[src/rtl/hazard_stall_ctrl.sv]
// Pipeline hazard/stall controller: decides per cycle which pipeline registers
// advance, hold, bubble or flush. Also sequences LDI/STI two-access memory
// phases and keeps a saturating count of cycles where the PC did not advance.

package hazard_stall_ctrl_pkg;
    localparam int unsigned REG_W = 3;
    localparam int unsigned OP_W  = 4;

    localparam logic [OP_W-1:0] OP_BR   = 4'b0000;
    localparam logic [OP_W-1:0] OP_ADD  = 4'b0001;
    localparam logic [OP_W-1:0] OP_LDB  = 4'b0010;
    localparam logic [OP_W-1:0] OP_STB  = 4'b0011;
    localparam logic [OP_W-1:0] OP_JSR  = 4'b0100;
    localparam logic [OP_W-1:0] OP_AND  = 4'b0101;
    localparam logic [OP_W-1:0] OP_LDR  = 4'b0110;
    localparam logic [OP_W-1:0] OP_STR  = 4'b0111;
    localparam logic [OP_W-1:0] OP_RTI  = 4'b1000;
    localparam logic [OP_W-1:0] OP_NOT  = 4'b1001;
    localparam logic [OP_W-1:0] OP_LDI  = 4'b1010;
    localparam logic [OP_W-1:0] OP_STI  = 4'b1011;
    localparam logic [OP_W-1:0] OP_JMP  = 4'b1100;
    localparam logic [OP_W-1:0] OP_SHF  = 4'b1101;
    localparam logic [OP_W-1:0] OP_LEA  = 4'b1110;
    localparam logic [OP_W-1:0] OP_TRAP = 4'b1111;
endpackage

module hazard_stall_ctrl
    import hazard_stall_ctrl_pkg::*;
#(
    parameter int unsigned CNT_WIDTH = 16
) (
    input  logic                 clk,
    input  logic                 reset,
    input  logic [REG_W-1:0]     id_sr1,
    input  logic [REG_W-1:0]     id_sr2,
    input  logic [REG_W-1:0]     id_dest,
    input  logic                 id_sr1_used,
    input  logic                 id_sr2_used,
    input  logic                 id_dest_used,
    input  logic [OP_W-1:0]      ex_opcode,
    input  logic [REG_W-1:0]     ex_dest,
    input  logic                 ex_regwrite,
    input  logic [OP_W-1:0]      mem_opcode,
    input  logic                 dmem_req,
    input  logic                 dmem_resp,
    input  logic                 ifetch_resp,
    input  logic                 branch_taken,
    output logic                 load_pc,
    output logic                 load_if_id,
    output logic                 load_id_ex,
    output logic                 load_ex_mem,
    output logic                 load_mem_wb,
    output logic                 if_id_flush,
    output logic                 id_ex_flush,
    output logic                 ex_mem_flush,
    output logic                 id_ex_bubble,
    output logic                 mem_indirect_phase,
    output logic [CNT_WIDTH-1:0] stall_count
);

    typedef enum logic {
        ST_RUN  = 1'b0,
        ST_IND2 = 1'b1
    } state_t;

    localparam logic [CNT_WIDTH-1:0] CNT_MAX = {CNT_WIDTH{1'b1}};

    state_t               r_state;
    state_t               w_next_state;
    logic [CNT_WIDTH-1:0] r_stall_count;

    logic w_mem_indirect_op;
    logic w_ex_is_load;
    logic w_dmem_done;
    logic w_mem_stall;
    logic w_src_match;
    logic w_load_use;

    // Hazard detection terms
    always_comb begin
        w_mem_indirect_op = (mem_opcode == OP_LDI) || (mem_opcode == OP_STI);
        w_ex_is_load      = (ex_opcode == OP_LDR) || (ex_opcode == OP_LDB) ||
                            (ex_opcode == OP_LDI);
        w_dmem_done       = dmem_req && dmem_resp;
        // First access of an indirect op always holds the pipe, even with zero wait.
        w_mem_stall       = dmem_req &&
                            (!dmem_resp || ((r_state == ST_RUN) && w_mem_indirect_op));
        w_src_match       = (id_sr1_used  && (id_sr1  == ex_dest)) ||
                            (id_sr2_used  && (id_sr2  == ex_dest)) ||
                            (id_dest_used && (id_dest == ex_dest));
        w_load_use        = !branch_taken && ex_regwrite && w_ex_is_load && w_src_match;
    end

    // Indirect-access phase state register
    always_ff @(posedge clk) begin
        if (reset) begin
            r_state <= ST_RUN;
        end else begin
            r_state <= w_next_state;
        end
    end

    // Next state and prioritized pipeline control outputs
    always_comb begin
        w_next_state       = r_state;
        load_pc            = 1'b1;
        load_if_id         = 1'b1;
        load_id_ex         = 1'b1;
        load_ex_mem        = 1'b1;
        load_mem_wb        = 1'b1;
        if_id_flush        = 1'b0;
        id_ex_flush        = 1'b0;
        ex_mem_flush       = 1'b0;
        id_ex_bubble       = 1'b0;
        mem_indirect_phase = (r_state == ST_IND2);

        case (r_state)
            ST_RUN:  if (w_dmem_done && w_mem_indirect_op) w_next_state = ST_IND2;
            ST_IND2: if (w_dmem_done)                      w_next_state = ST_RUN;
            default: w_next_state = ST_RUN;
        endcase

        if (reset) begin
            load_pc            = 1'b0;
            load_if_id         = 1'b0;
            load_id_ex         = 1'b0;
            load_ex_mem        = 1'b0;
            load_mem_wb        = 1'b0;
            if_id_flush        = 1'b1;
            id_ex_flush        = 1'b1;
            ex_mem_flush       = 1'b1;
            mem_indirect_phase = 1'b0;
        end else if (w_mem_stall) begin
            // Whole pipe freezes; a pending branch flush waits for release.
            load_pc     = 1'b0;
            load_if_id  = 1'b0;
            load_id_ex  = 1'b0;
            load_ex_mem = 1'b0;
            load_mem_wb = 1'b0;
        end else if (branch_taken) begin
            if_id_flush  = 1'b1;
            id_ex_flush  = 1'b1;
            ex_mem_flush = 1'b1;
        end else if (w_load_use) begin
            // Hold fetch/decode one cycle and send a NOP into execute.
            load_pc      = 1'b0;
            load_if_id   = 1'b0;
            id_ex_bubble = 1'b1;
        end else if (!ifetch_resp) begin
            // No instruction this cycle: keep PC, feed a NOP into decode.
            load_pc     = 1'b0;
            if_id_flush = 1'b1;
        end
    end

    // Saturating count of cycles where the PC did not advance
    always_ff @(posedge clk) begin
        if (reset) begin
            r_stall_count <= '0;
        end else if (!load_pc && (r_stall_count != CNT_MAX)) begin
            r_stall_count <= r_stall_count + CNT_WIDTH'(1);
        end
    end

    assign stall_count = r_stall_count;

endmodule

[config.mk]
export PLATFORM = sky130hd
export DESIGN_NAME = hazard_stall_ctrl
export DESIGN_NICKNAME = d
export VERILOG_FILES = /design/src/rtl/hazard_stall_ctrl.sv
export SDC_FILE = /design/constraint.sdc
export NUM_CORES = 1
export LEC_CHECK = 0
export ABC_AREA = 1
export ABC_CLOCK_PERIOD_IN_PS = 1970
export CORE_UTILIZATION = 62
export CTS_CLUSTER_SIZE = 14
export DETAILED_ROUTE_END_ITERATION = 7
export DONT_BUFFER_PORTS = 1
export PLACE_DENSITY_LB_ADDON = 0.12
export SETUP_SLACK_MARGIN = 0.3
export SYNTH_ARGS = -nofsm -noshare
export SYNTH_HDL_FRONTEND = slang
export SYNTH_SLANG_ARGS = --single-unit
[constraint.sdc]
create_clock -name clk -period 1.97 [get_ports clk]
set_input_delay 0.197 -clock clk [delete_from_list [all_inputs] [get_ports clk]]
set_output_delay 0.197 -clock clk [all_outputs]
set_load 0.02 [all_outputs]
-- Word level (Yosys, flattened, before mapping)
Cells that the tools add are included.
- register bits: 17
- bits of input ports: 30
- output and inout port bits: 26
- word-level logic and storage cells: 60
- $add $sub $neg: 1
- equality and inequality tests: 9
- muxes and demuxes: 27
- bitwise logic cells: 1
- reduce and logical (&&, ||, !) cells: 20
- operators by type and width (kind ; number):
    1-bit two-way mux ; 26
    16-bit by 1-bit adder with 16-bit output, second input constant ; 1
    16-bit inequality test, second input constant ; 1
    4-bit equality test, second input constant ; 3
    1-bit logical AND ; 11
    3-bit equality test ; 3
    1-bit logical OR ; 6
    4-bit by 2-bit equality test with 1-bit output, second input constant ; 1
    4-bit by 3-bit equality test with 1-bit output, second input constant ; 1
    1-bit zero test ; 3
    1-bit one-hot mux with 2 select lines ; 1
    1-bit inverter ; 1

-- Logic depth before layout (Yosys ltp)
Gate-level depths: netlist (run 1).
- depth after elaboration: 11
- mapped depth: 12
- depth with buffers taken out: 12

-- Least setup slack after synthesis (run 1)
Ideal clock, no wire load.
- kind: reg2out
- start point: register r_state
- end point: output port load_pc
- arrival time: 1703 ps
- path slack: 70 ps
- cell stages (with the launch flop): 8
- cell sequence: dfxtp_1 -> nor2_1 -> nand3_1 -> a21boi_1 -> nor2_1 -> nand2_1 -> buf_2 -> nand2_1
- longest elaborated chain between the ends: 6
- ends and longest elaborated chain (item ; RTL line ; RTL):
    start: declaration ; 68 ; state_t r_state;
    start signal: assignment ; 99 ; r_state <= w_next_state;
    1-bit inverter ; n/a ;
    1-bit logical AND ; 87 ; (!dmem_resp || ((r_state == ST_RUN) && w_mem_indirect_op));
    1-bit logical OR ; 87 ;
    1-bit logical AND ; 86 ; w_mem_stall = dmem_req &&
    1-bit two-way mux ; 133 ; end else if (w_mem_stall) begin
    1-bit two-way mux ; 123 ; if (reset) begin
    end: declaration ; 48 ; output logic load_pc,
No other way between the ends.

-- Worst setup path in the final report (run 1)
- start point: register r_state
- end point: output port if_id_flush
- longest elaborated chain between the ends: 6
- ends and longest elaborated chain (item ; RTL line ; RTL):
    1-bit inverter ; n/a ;
    1-bit logical AND ; 87 ;
    1-bit logical OR ; 87 ;
    1-bit logical AND ; 86 ;
    1-bit two-way mux ; 133 ;
    1-bit two-way mux ; 123 ;
    end: declaration ; 53 ; output logic if_id_flush,
No other way between the ends.

==> Implementation_results.wiki, run 1 <==
{| class="wikitable"
! Metric !! Value
|-
| Outcome || complete, but fails checks
|-
| Violations in the final reports || design-rule violations, negative hold slack
|-
| Gr usage total || 0.385
|-
| Initial antenna violation count || 1
|-
| Slew of the pin with the lowest slew margin || 0.505 ns
|-
| Die outline height || 47.7 um
|-
| Antenna viol nets, final || 0
|-
| Total Wirelength || 5710 um
|-
| Detailed placement HPWL || 2330 um
|-
| Leak pwr || 0.857 nW
|-
| Hold violation total from the final report || 13
|-
| Total count of max-transition violations in the final report || 0
|-
| Maximum root-to-sink buffer count || 2
|-
| Via count of the first global-routing pass || 1,402
|-
| Synthesized Nets || 236
|-
| Worst slew margin relative to its limit || 0.662
|-
| Type of the worst min-delay path || input port to register
|-
| Total routed wire length on the met1 layer || 1960 um
|-
| Avg Cell Area, Syn || 6.32 um2
|-
| Core area || 1960 um2
|-
| Placement-stage cell area || 1470 um2
|-
| Worst ir drop on vdd || 525 uV
|-
| Setup WS pre-CTS || 0.226 ns
|-
| Clock latency on the worst-skew pair || 0.30 ns
|-
| Starting density of the core || 0.661
|-
| Sort of element at the start of the critical path || register
|-
| Final estimated routing congestion in global placement || 0.876
|-
| Clock slew at the register clock pins of the worst setup and hold paths || 0.11 ns
|-
| Power consumption || 794 uW
|-
| Detailed route wirelength on metal3 || 706 um
|-
| Wire per inst || 21.2 um
|-
| Required time of the worst setup path || 1.77 ns
|-
| Fraction of the yosys area taken by sequential cells || 0.263
|-
| Worst clock skew on the final layout || 0.000639 ns
|-
| Drt initial violations || 118
|-
| Post-detailed-route DRC marker count || 2
|-
| Root cell of the clock tree || clkbuf_4
|-
| DIE AREA || 2280 um2
|-
| R2R Path Start || stall_count[1]$_SDFFE_PP0P_
|-
| Area Growth Syn to Fin || 42.1%
|-
| Total I/O pin count || 56
|-
| Post-synthesis instance area || 1300 um2
|-
| Leftover overflow at the end of global routing || 0
|-
| Fin area || 1840 um2
|-
| Endpoint of the most critical setup path || if_id_flush
|-
| Final #Nets || 274
|-
| Final clock period utilization by the worst path || 0.929
|-
| Path type of the worst setup path || register to primary output
|-
| Fin util || 0.939
|-
| Sink count of the clock tree || 17
|-
| Internal reg-to-reg setup slack || 0.17 ns
|-
| Ratio of routed vias to standard cells || 6.59
|-
| Pin count of the biggest net entering global routing || 17
|-
| Number of synthesized register bits || 17
|-
| WHS || -0.0650 ns
|-
| Aggregate negative setup slack || 0 ns
|-
| Number of antenna diodes || 0
|-
| Synth cell types || 27
|-
| Yosys warning total || 0
|-
| Critical path endpoint category || primary output
|-
| Power per cell area || 431 nW/um2
|-
| Routed vias || 1,772
|-
| Data arrival time at the worst-slack endpoint || 1.63 ns
|-
| Number of cells traversed by the worst register-to-register path || 9
|-
| Post-Syn Instances || 205
|-
| Max-cap viol count || 0
|-
| Number of detailed-route iterations in the first pass || 8
|-
| H-tree depth || 1
|-
| Number of clock buffers inserted by TritonCTS || 3
|-
| Number of cell rows || 16
|-
| First-pass GRT wire length || 6020 um
|-
| Die span in x || 47.7 um
|-
| Detailed-routed wire length on met2 || 2560 um
|-
| Final count of negative-setup-slack endpoints || 0
|-
| Worst reg2reg endpoint || stall_count[15]$_SDFFE_PP0P_
|-
| Worst-path fanout max || 2
|-
| CTS tree || yes
|-
| Final critical delay including setup and external delays || 1.83 ns
|-
| Number of buffers inserted by port buffering || 0
|-
| Post-route setup slack || 0.140 ns
|-
| Fraction of final layout cells with drive strength greater than 1 || 0.368
|-
| Upper clock frequency limit || 547 MHz
|-
| Highest routing layer actually used || met4
|-
| Setup repair after global routing missed its margin || true
|-
| Setup crit start || r_state$_SDFF_PP0_
|}
-- placed cells by master, fill, tap and decap left out, types with 2 or more instances in the layout --
master	n
nor3_2	2
inv_1	24
dfxtp_4	3
xor2_1	9
nand3_1	8
buf_6	13
a21oi_2	11
nand2_4	2
nand4_1	14
nand3_4	5
nand2_1	53
a21oi_1	5
nand2_2	4
nor2_4	3
xnor2_1	4
clkbuf_4	3
dfxtp_1	6
dfxtp_2	8
buf_4	26
nor2_1	25
-- layout make-up --
type,instances,area (um2)
multi-input cells,155,963
flip-flops and latches,17,362
repair buffers,40,357
fillers,69,120
inverters,26,100
well taps,27,33.8
clock buffers,4,26.3
-- kinds of logic (layout without fill, tap and decap cells) --
kind of cell | after synthesis | count (layout) | share of synthesized area
AO/OA/AOI/OAI | 20 | 20 | 0.101
XOR/XNOR | 13 | 13 | 0.0878
adder cells (fa/ha/maj) | 1 | 1 | 0.00965
buffers and inverters | 35 | 70 | 0.118
flip-flops | 17 | 17 | 0.263
AND/OR/NAND/NOR | 119 | 121 | 0.421
-- worst min path at each step --
stage                       start                           to  slack (ns)  cells past startpoint
finish                      reset  stall_count[2]$_SDFFE_PP0P_       -0.07                      1
global route                reset  stall_count[3]$_SDFFE_PP0P_       -0.09                      1
CTS                         reset  stall_count[8]$_SDFFE_PP0P_       -0.06                      1
detailed placement          reset  stall_count[8]$_SDFFE_PP0P_        0.26                      1
global placement            reset  stall_count[9]$_SDFFE_PP0P_        0.26                      1
floorplan           mem_opcode[3]           r_state$_SDFF_PP0_        0.38                      2
-- metal layers --
metal  up-vias  global-route usage
li1        734                   -
met1       771               0.400
met2       206               0.649
met3        61               0.151
met4         0               0.239
met5         -                   0
-- report_power, final --
group	switching (mW)	leakage [nW]	total (mW)	internal, mW
clock network	0.125	0.0150	0.204	0.0791
registers	0.0186	0.144	0.371	0.352
logic	0.128	0.698	0.218	0.0897
-- synthesized netlist by cell type --
library cell | instances | area, um2
nand2_1 | 59 | 221
inv_2 | 1 | 3.75
nand3_1 | 9 | 45.0
dfxtp_1 | 17 | 340
xor2_1 | 9 | 78.8
buf_6 | 1 | 11.3
nor2_1 | 28 | 105
nor3_1 | 2 | 10.0
buf_1 | 1 | 3.75
nor2_2 | 1 | 6.26
a21oi_1 | 9 | 45.0
buf_4 | 3 | 22.5
a21o_1 | 1 | 7.51
xnor2_1 | 4 | 35.0
a21oi_2 | 7 | 61.3
nand2_2 | 1 | 6.26
a21boi_1 | 1 | 7.51
clkbuf_1 | 2 | 7.51
o21ai_0 | 2 | 10.0
inv_1 | 25 | 93.8
buf_2 | 2 | 10.0
nor3_4 | 1 | 16.3
nor3_2 | 1 | 10.0
nand4_1 | 14 | 87.6
ha_1 | 1 | 12.5
nand3_2 | 2 | 20.0
nand3_4 | 1 | 17.5
-- registers in the layout, indices dropped and copies added (netlist names) --
signal	cells
r_state	1
stall_count	16
-- stage by stage --
step,hold slack [ns],std cells
after detailed placement,0.257,243
after floorplan,0.378,205
after global placement,0.255,243
after global routing,-0.0872,269
after CTS,-0.0640,265
final,-0.0650,269
-- what timing repair did --
item,in CTS,in global routing
setup buffers,17,3
resized for setup,10,35
pin swaps,7,18
gates cloned,1,1
endpoints found under the hold margin,13,13
setup endpoints to repair,17,26
-- worst max-delay path: stages (launching register included) --
cell      delay, ns
dfxtp_4        0.37
nor2_4         0.10
nand3_4        0.11
a21boi_4       0.22
buf_4          0.15
o21ai_1        0.10
a21o_1         0.28
Note: power is estimated with default switching activity, not from simulation.
==> run 2: changes to the inputs <==
Settings changed: GPL_TIMING_DRIVEN set to 0.
==> Implementation_results.wiki, run 2 (synthesis results as in run 1) <==
{| class="wikitable"
! Metric !! Value
|-
| Outcome || complete, but fails checks (unchanged)
|-
| Violations in the final reports || negative setup slack (was design-rule violations, negative hold slack)
|-
| Final critical delay including setup and external delays || 1.98 ns (was 1.83 ns)
|-
| Max-cap viol count || 0 (unchanged)
|-
| Gr usage total || 0.366 (was 0.385)
|-
| Clock latency on the worst-skew pair || 0.31 ns (was 0.30 ns)
|-
| Area Growth Syn to Fin || 37.7% (was 42.1%)
|-
| Fraction of final layout cells with drive strength greater than 1 || 0.348 (was 0.368)
|-
| Die span in x || 47.7 um (unchanged)
|-
| Antenna viol nets, final || 0 (unchanged)
|-
| Detailed placement HPWL || 2320 um (was 2330 um)
|-
| Number of antenna diodes || 0 (unchanged)
|-
| Routed vias || 1,670 (was 1,772)
|-
| Total Wirelength || 5030 um (was 5710 um)
|-
| Starting density of the core || 0.661 (unchanged)
|-
| DIE AREA || 2280 um2 (unchanged)
|-
| Worst-path fanout max || 5 (was 2)
|-
| Critical path endpoint category || register (was primary output)
|-
| Slew of the pin with the lowest slew margin || 0.702 ns (was 0.505 ns)
|-
| Total I/O pin count || 56 (unchanged)
|-
| Die outline height || 47.7 um (unchanged)
|-
| Number of cell rows || 16 (unchanged)
|-
| Wire per inst || 19.6 um (was 21.2 um)
|-
| Type of the worst min-delay path || input port to register (unchanged)
|-
| R2R Path Start || stall_count[5]$_SDFFE_PP0P_ (was stall_count[1]$_SDFFE_PP0P_)
|-
| WHS || 0.0799 ns (was -0.0650 ns)
|-
| Worst clock skew on the final layout || 0.00343 ns (was 0.000639 ns)
|-
| Upper clock frequency limit || 505 MHz (was 547 MHz)
|-
| Sink count of the clock tree || 17 (unchanged)
|-
| Leftover overflow at the end of global routing || 0 (unchanged)
|-
| Aggregate negative setup slack || -0.0118 ns (was 0 ns)
|-
| Leak pwr || 0.820 nW (was 0.857 nW)
|-
| Final clock period utilization by the worst path || 1.01 (was 0.929)
|-
| Clock slew at the register clock pins of the worst setup and hold paths || 0.11 ns (about the same)
|-
| Maximum root-to-sink buffer count || 2 (unchanged)
|-
| Setup repair after global routing missed its margin || true (unchanged)
|-
| First-pass GRT wire length || 5750 um (was 6020 um)
|-
| Final count of negative-setup-slack endpoints || 1 (was 0)
|-
| Most frequent cells in the layout || nand2_1 (51), inv_1 (24), nor2_1 (23) (was nand2_1 (53), buf_4 (26), nor2_1 (25))
|-
| Number of clock buffers inserted by TritonCTS || 3 (unchanged)
|-
| Sort of element at the start of the critical path || register (unchanged)
|-
| Max reg flops || 16 (unchanged)
|-
| Data arrival time at the worst-slack endpoint || 2.22 ns (was 1.63 ns)
|-
| Final #Nets || 262 (was 274)
|-
| Ratio of routed vias to standard cells || 6.50 (was 6.59)
|-
| Total count of max-transition violations in the final report || 0 (unchanged)
|-
| Required time of the worst setup path || 2.21 ns (was 1.77 ns)
|-
| Initial antenna violation count || 0 (was 1)
|-
| Drt initial violations || 127 (was 118)
|-
| Power per cell area || 445 nW/um2 (was 431 nW/um2)
|-
| CTS tree || yes (unchanged)
|-
| Worst slew margin relative to its limit || 0.532 (was 0.662)
|-
| Post-route setup slack || -0.0118 ns (was 0.140 ns)
|-
| Final estimated routing congestion in global placement || 0.812 (was 0.876)
|-
| Pin count of the biggest net entering global routing || 11 (was 17)
|-
| Core area || 1960 um2 (unchanged)
|-
| Worst ir drop on vdd || 464 uV (was 525 uV)
|-
| Startpoint of the worst hold path || dmem_resp (was reset)
|-
| Via count of the first global-routing pass || 1,376 (was 1,402)
|-
| Number of buffers inserted by port buffering || 0 (unchanged)
|-
| Number of detailed-route iterations in the first pass || 5 (was 8)
|-
| Post-detailed-route DRC marker count || 0 (was 2)
|-
| Layout filler cell count || 78 (was 69)
|-
| Most common library cell in the layout ignoring fill and taps || nand2_1 (unchanged)
|-
| Hold violation total from the final report || 0 (was 13)
|-
| Internal reg-to-reg setup slack || -0.01 ns (was 0.17 ns)
|-
| Path type of the worst setup path || register to register (was register to primary output)
|-
| H-tree depth || 1 (unchanged)
|-
| Setup crit start || stall_count[5]$_SDFFE_PP0P_ (was r_state$_SDFF_PP0_)
|-
| Root cell of the clock tree || clkbuf_4 (unchanged)
|}
## run 2: worst max-delay path, stage by stage (launching register included)
cell and delay, ns:
dfxtp_4 0.43, inv_1 0.09, nor3_1 0.45, nand2_1 0.24, nor2_1 0.22, xor2_1 0.19
nand4_1 0.15, a21oi_2 0.15
## run 2: per-stage QoR
stage | cell area (um2) | cells | utilization | power, mW | setup slack, ns
finish | 1790 | 257 | 0.910 | 0.795 | -0.0118
global route | 1790 | 257 | 0.910 | 0.824 | -0.0949
CTS | 1640 | 254 | 0.835 | 0.740 | 0.239
detailed placement | 1380 | 232 | 0.703 | 0.511 | 0.114
global placement | 1380 | 232 | 0.703 | 0.507 | 0.125
floorplan | 1350 | 205 | - | 0.489 | 0.293
## run 2: power breakdown
part,switching [mW],internal [mW]
Clock,0.129,0.0760
Sequential,0.0200,0.344
Combinational,0.131,0.0942
## run 2: repair_timing
item / in CTS / in global routing
pin swaps: 8 / 12
resized for setup: 23 / 30
setup endpoints to repair: 22 / 24
hold buffers: 0 / 0
buffers inserted: 17 / 2
gates cloned: 1 / 1
## run 2: area by class of cell
class	instances	area, um2	share of cell area
sequential	17	378	0.212
clock buffer	3	22.5	0.0126
timing repair buffer	21	214	0.120
tap	27	33.8	0.0189
clock inverter	1	5.00	0.00280
buffer	9	85.1	0.0477
inverter	26	97.6	0.0547
multi-input combinational	153	950	0.532
## run 2: path summary, 6_finish.rpt
kind,end,cells after the start
min,r_state$_SDFF_PP0_,3
max,stall_count[9]$_SDFFE_PP0P_,7
max reg2reg,stall_count[9]$_SDFFE_PP0P_,7
min reg2reg,stall_count[6]$_SDFFE_PP0P_,2
## run 2: layer usage
metal  track usage  up-vias  wire [um]
li1              -      705          -
met1         0.405      760       1740
met2         0.603      153       2220
met3         0.117       52        650
met4         0.233        0        413
met5             0        -          0
